**src/rtl/pipe_pkg.sv**
```systemverilog
// pipe_pkg: shared types for the pipeline stage registers.
//   skid_state_t : occupancy of a skid-buffered stage (EMPTY/HALF/FULL)
//   RV_NOP       : RISC-V canonical NOP (addi x0,x0,0), the bubble payload
//   if_id_t / id_ex_t : payload layouts carried by the IF/ID and ID/EX stages
package pipe_pkg;

  typedef enum logic [1:0] {
    ST_EMPTY = 2'd0,
    ST_HALF  = 2'd1,
    ST_FULL  = 2'd2
  } skid_state_t;

  localparam logic [31:0] RV_NOP = 32'h00000013;
  localparam int          XLEN   = 32;

  typedef struct packed {
    logic [XLEN-1:0] pc;
    logic [XLEN-1:0] pc4;
    logic [31:0]     instr;
  } if_id_t;

  typedef struct packed {
    logic [XLEN-1:0] pc;
    logic [XLEN-1:0] rs1_val;
    logic [XLEN-1:0] rs2_val;
    logic [XLEN-1:0] imm;
    logic [4:0]      rd;
    logic [15:0]     ctrl;
  } id_ex_t;

  localparam int IF_ID_W = $bits(if_id_t);
  localparam int ID_EX_W = $bits(id_ex_t);

endpackage

```
**src/rtl/pipe_sat_ctr.sv**
```systemverilog
// pipe_sat_ctr: W-bit up counter with increment enable that sticks at
// all-ones. Cleared only by reset.
//   clk, reset_n : clock, async active-low reset
//   inc          : count this cycle
//   cnt          : current count
module pipe_sat_ctr #(
  parameter int W = 16
) (
  input  logic         clk,
  input  logic         reset_n,
  input  logic         inc,
  output logic [W-1:0] cnt
);

  logic [W-1:0] cnt_q, cnt_d;

  always_comb begin
    cnt_d = cnt_q;
    if (inc && (cnt_q != '1)) cnt_d = cnt_q + 1'b1;
  end

  always_ff @(posedge clk or negedge reset_n) begin
    if (!reset_n) cnt_q <= '0;
    else          cnt_q <= cnt_d;
  end

  assign cnt = cnt_q;

endmodule

```
**src/rtl/pipe_stage_skid.sv**
```systemverilog
// pipe_stage_skid: generic pipeline stage register with valid/ready
// handshake, 2-entry skid (main + skid registers) and synchronous flush
// that reloads both registers with a NOP bubble.
//   clk, reset_n         : clock, async active-low reset
//   flush                : drop everything held, go EMPTY
//   in_valid/in_ready/in_data    : upstream handshake (in_ready is a flop decode)
//   out_valid/out_ready/out_data : downstream handshake, out_data = main register
//   stall_cnt, flush_cnt : saturating perf counters, present only when
//                          PIPE_STAGE_PERF_EN is defined
import pipe_pkg::*;

module pipe_stage_skid #(
  parameter int                DATA_W    = 96,
  parameter logic [DATA_W-1:0] NOP_VALUE = DATA_W'(RV_NOP),
  parameter int                PERF_W    = 16
) (
  input  logic              clk,
  input  logic              reset_n,
  input  logic              flush,
  input  logic              in_valid,
  output logic              in_ready,
  input  logic [DATA_W-1:0] in_data,
  output logic              out_valid,
  input  logic              out_ready,
`ifdef PIPE_STAGE_PERF_EN
  output logic [DATA_W-1:0] out_data,
  output logic [PERF_W-1:0] stall_cnt,
  output logic [PERF_W-1:0] flush_cnt
`else
  output logic [DATA_W-1:0] out_data
`endif
);

  skid_state_t       state_q, state_d;
  logic [DATA_W-1:0] main_q, main_d;
  logic [DATA_W-1:0] skid_q, skid_d;
  logic              in_fire, out_fire;

  // Handshake outputs decode state only: no ready/valid comb path across us.
  assign out_valid = (state_q != ST_EMPTY);
  assign in_ready  = (state_q != ST_FULL);
  assign out_data  = main_q;

  assign in_fire  = in_valid & in_ready;
  assign out_fire = out_valid & out_ready;

  always_comb begin
    state_d = state_q;
    main_d  = main_q;
    skid_d  = skid_q;
    if (flush) begin
      state_d = ST_EMPTY;
      main_d  = NOP_VALUE;
      skid_d  = NOP_VALUE;
    end else begin
      unique case (state_q)
        ST_EMPTY: begin
          if (in_fire) begin
            state_d = ST_HALF;
            main_d  = in_data;
          end
        end
        ST_HALF: begin
          if (in_fire && !out_fire) begin
            state_d = ST_FULL;
            skid_d  = in_data;
          end else if (in_fire && out_fire) begin
            main_d  = in_data;
          end else if (out_fire) begin
            state_d = ST_EMPTY;
            main_d  = NOP_VALUE;
          end
        end
        ST_FULL: begin
          // Older payload (main) leaves first; skid slides forward.
          if (out_fire) begin
            state_d = ST_HALF;
            main_d  = skid_q;
            skid_d  = NOP_VALUE;
          end
        end
        default: begin
          state_d = ST_EMPTY;
          main_d  = NOP_VALUE;
          skid_d  = NOP_VALUE;
        end
      endcase
    end
  end

  always_ff @(posedge clk or negedge reset_n) begin
    if (!reset_n) begin
      state_q <= ST_EMPTY;
      main_q  <= NOP_VALUE;
      skid_q  <= NOP_VALUE;
    end else begin
      state_q <= state_d;
      main_q  <= main_d;
      skid_q  <= skid_d;
    end
  end

`ifdef PIPE_STAGE_PERF_EN
  pipe_sat_ctr #(.W(PERF_W)) u_stall_ctr (
    .clk     (clk),
    .reset_n (reset_n),
    .inc     (in_valid & ~in_ready),
    .cnt     (stall_cnt)
  );

  pipe_sat_ctr #(.W(PERF_W)) u_flush_ctr (
    .clk     (clk),
    .reset_n (reset_n),
    .inc     (flush),
    .cnt     (flush_cnt)
  );
`endif

endmodule

```
**config.mk**
```make
export PLATFORM = sky130hd
export DESIGN_NAME = pipe_stage_skid
export DESIGN_NICKNAME = d
export VERILOG_FILES = /design/src/rtl/pipe_pkg.sv /design/src/rtl/pipe_sat_ctr.sv /design/src/rtl/pipe_stage_skid.sv
export SDC_FILE = /design/constraint.sdc
export NUM_CORES = 1
export LEC_CHECK = 0
export CORE_MARGIN = 1.5
export CORE_UTILIZATION = 45
export DETAILED_ROUTE_END_ITERATION = 16
export PLACE_DENSITY = 0.71
export REMOVE_ABC_BUFFERS = 1
export SYNTH_ARGS = -nofsm -noshare
export SYNTH_HDL_FRONTEND = slang
export SYNTH_SLANG_ARGS = --single-unit
```
**constraint.sdc**
```tcl
create_clock -name clk -period 1.93 [get_ports clk]
set_input_delay 0.579 -clock clk [delete_from_list [all_inputs] [get_ports clk]]
set_output_delay 0.579 -clock clk [all_outputs]
set_load 0.005 [all_outputs]
```
==> flow_summary_export.csv <==
group,metric,value,unit
timing,relSlewSlack,0.4464,
clocking,cts_buffer_depth,2,
timing,post-route-period-util,0.9838,
cells_and_area,antenna_cells,0,
critical_path,crit_type,"reg2out",
placement,dpl.hpwl,16.18,mm
critical_path,r2r_end,"out_data[3]$_DFFE_PN0P_",
timing,final-hold-violation-count,0,
cells_and_area,final_util,0.6310,
global_routing,grt-ovfl-total,0,
global_routing,first_global_vias,7362,
critical_path,rr_worst_depth,5,
cells_and_area,multi_input_area,0.004148,mm^2
timing,rsz0062_at_grt,"yes",
critical_path,crit_path_cell_trace,"or2_4 > clkbuf_2",
floorplanning,die_area,0.02253,mm^2
critical_path,cp_top_family,"flip-flops",
clocking,ctsHoldBuffers,0,
clocking,cts_tree,"built",
yosys,ys_seq_area_frac,0.4993,
critical_path,worstPathRequired,1.35,ns
cells_and_area,synthToLayoutAreaGrowth,37.08,%
placement,gp_congestion,0.7996,
power_and_ir_drop,power_leakage,6.332,nW
power_and_ir_drop,power.density,750.5,mW/mm^2
global_routing,grt_antenna_before_repair,1,
cells_and_area,n_fill_cell,1719,
critical_path,cp-end-kind,"output port",
critical_path,worstPathMaxFanout,4,
route,vias,7436,
yosys,synth_area,0.009738,mm^2
floorplanning,ios,199,
power_and_ir_drop,switching_share,0.2856,
power_and_ir_drop,max-vdd-ir-drop,0.0005595,V
placement,dp.cells,1329,
floorplanning,rows,53,
route,dr_wl_met3,1.228,mm
placement,port_buffers,198,
run,max_cap_violations,0,
hold_path,min_path_type,"in2async",
yosys,synth_seq_cells,194,
global_routing,grt_max_degree,65,
power_and_ir_drop,p_sw,2.861,mW
route,antenna_left,0,
critical_path,critical-path-slowest-cell,"dfrtp_4",
cells_and_area,final_nets,1202,
power_and_ir_drop,p_int,7.157,mW
timing,final_max_slew_viol_count,0,
route,drcViolationCount,0,
route,avgRoutedWirePerCell,18.06,um
route,detail_route.iter0.violations,312,
power_and_ir_drop,p_seq_frac,0.450,
critical_path,max_stage_delay,0.51,ns
cells_and_area,drive_gt1_frac,0.1248,
critical_path,r2r-start,"state_q[0]$_DFFE_PN0P_",
timing,worst_pin_slew,0.8304,ns
route,vias_per_cell,5.353,
clocking,path_clk_slew,0.08,ns
yosys,synth_cell_types,24,
global_routing,grt_pass1_wl,39.53,mm
clocking,htree_levels,4,
status,status,"complete, no violations",
critical_path,cp-start-kind,"register",
yosys,syn_avg_cell_area,11.15,um^2
floorplanning,start_util,0.4603,
floorplanning,fp.coreArea,0.02115,mm^2
timing,timing.final.crit_period,1.899,ns
route,wirelength,25.09,mm
clocking,cts_sinks,194,
critical_path,cp.depth,2,
cells_and_area,regArea,0.004870,mm^2
route,dr.pass1.iters,4,
yosys,yosys_warnings,0,
timing,skew,0.01777,ns
critical_path,critPathArrivalTime,1.32,ns
power_and_ir_drop,power.share.clock,0.351,
clocking,clock_latency,0.44,ns
floorplanning,die_x,150.1,um
global_routing,grtUsageTotal,0.2254,
critical_path,r2r_slack,0.08,ns
clocking,cts_made_buffers,17,
critical_path,cp.buffers_inverters,1,
cells_and_area,fin_cells,1389,
timing,clock.fmax,526.7,MHz
power_and_ir_drop,p_comb_frac,0.199,
floorplanning,fp.dieH,150.1,um
route,top_layer,"met5",
yosys,synth_cells,873,
route,wl_met2,11.63,mm
timing,finalSetupViolCount,0,
clocking,cts-root-buf,"clkbuf_16",
route,wl_met1,12.12,mm
power_and_ir_drop,p_total,10.02,mW
-- worst max-delay path by stage --
stage / start / to / slack [ns]
2_1_floorplan: state_q[1]$_DFFE_PN0P_ / out_data[10]$_DFFE_PN0P_ / -5.43
3_3_place_gp: in_valid / out_data[58]$_DFFE_PN0P_ / -0.31
3_5_place_dp: in_valid / skid_q[32]$_DFFE_PN0P_ / -0.34
4_1_cts: state_q[1]$_DFFE_PN0P_ / out_valid / -0.12
5_1_grt: state_q[1]$_DFFE_PN0P_ / out_valid / -0.02
6_report: state_q[1]$_DFFE_PN0P_ / out_valid / 0.03
-- cells in the final DEF (no fill, tap or decap), types with 2 or more instances in the layout --
cell	synthesis	layout
mux2i_1	190	190
dfrtp_1	188	186
clkdlybuf4s50_1	0	139
nand2_1	97	97
inv_1	96	96
o2bb2ai_1	93	93
a22o_1	94	93
buf_4	16	56
dlymetal6s2s_1	0	37
buf_12	0	26
dlygate4sd2_1	0	19
clkbuf_16	0	17
nor2b_1	9	7
o21ai_0	6	6
dfstp_2	6	6
a21oi_1	5	5
buf_6	5	5
inv_6	0	4
inv_8	0	4
nor2_1	4	3
clkinv_4	0	3
clkinv_8	0	3
nor2b_4	0	2
nor2_4	0	2
dfrtp_4	0	2
-- logic make-up after synthesis --
kind of cell	count (synthesis)	share of synthesized area
AO/OA/AOI/OAI	202	0.1772
flip-flops	194	0.4993
multiplexers	190	0.1953
buffers and inverters	172	0.08030
AND/OR/NAND/NOR	115	0.04793
-- layout make-up --
cell class	count	area share
repair buffers	285	0.2279
inverters	96	0.02699
multi-input cells	507	0.3107
clock buffers	17	0.03187
clock inverters	15	0.01200
flip-flops and latches	194	0.3648
well taps	275	0.02578
-- state kept, by name, summed over array words and instances (netlist names) --
register and flops:
skid_q 96, state_q 2, out_data 96
-- stage by stage --
stage	TNS, ns	hold slack (ns)	setup WS, ns	cell area (um^2)
after CTS	-0.1226	0.03615	-0.1226	13090
after detailed placement	-53.94	0.4752	-0.3435	12460
after global placement	-52.04	0.4697	-0.3113	12460
after global routing	-0.04326	0.04123	-0.02468	13350
final	0	0.05008	0.03129	13350
after floorplan	-973.70	0.2834	-5.434	9316
-- metal layers --
metal,track usage,vias up
met2,0.3518,191
met3,0.05061,12
met5,0,-
met1,0.3225,3686
li1,-,3545
met4,0.04412,2
-- cell usage after synthesis --
library cell | instances | area [um^2]
mux2i_1 | 190 | 1902
dfrtp_1 | 188 | 4705
nand2_1 | 97 | 364.1
inv_1 | 96 | 360.4
a22o_1 | 94 | 823.3
o2bb2ai_1 | 93 | 814.5
buf_2 | 31 | 155.2
clkbuf_1 | 19 | 71.32
buf_4 | 16 | 120.1
nor2b_1 | 9 | 56.30
dfstp_2 | 6 | 157.7
o21ai_0 | 6 | 30.03
a21oi_1 | 5 | 25.02
buf_1 | 5 | 18.77
buf_6 | 5 | 56.30
nor2_1 | 4 | 15.01
or2_2 | 2 | 12.51
a21boi_0 | 1 | 7.510
a21o_1 | 1 | 7.510
a21oi_2 | 1 | 8.760
nand2b_1 | 1 | 6.260
nor2_2 | 1 | 6.260
o22a_1 | 1 | 8.760
or2_1 | 1 | 6.260
-- repair_timing --
| item | 4_1_cts | 5_1_grt |
|---|---|---|
| pin swaps | 1 | 1 |
| endpoints found under the setup margin | 22 | 188 |
| resized for setup | 30 | 42 |
| setup buffers | 7 | 21 |
-- worst reg2reg max path: stages (launching register included) --
cell and delay (ns):
dfrtp_4 0.41, buf_6 0.10, buf_4 0.13, buf_4 0.62
o2bb2ai_1 0.25, a22o_1 0.24
-- power by group through the flow --
stage | combinational [mW] | sequential, mW | clock, mW
finish | 1.99 | 4.51 | 3.52
global route | 2.16 | 4.54 | 3.75
CTS | 1.97 | 4.51 | 3.61
detailed placement | 1.97 | 4.59 | 0
global placement | 1.94 | 4.59 | 0
floorplan | 0.811 | 4.62 | 0
No activity file was read; power rests on OpenSTA's default activity.
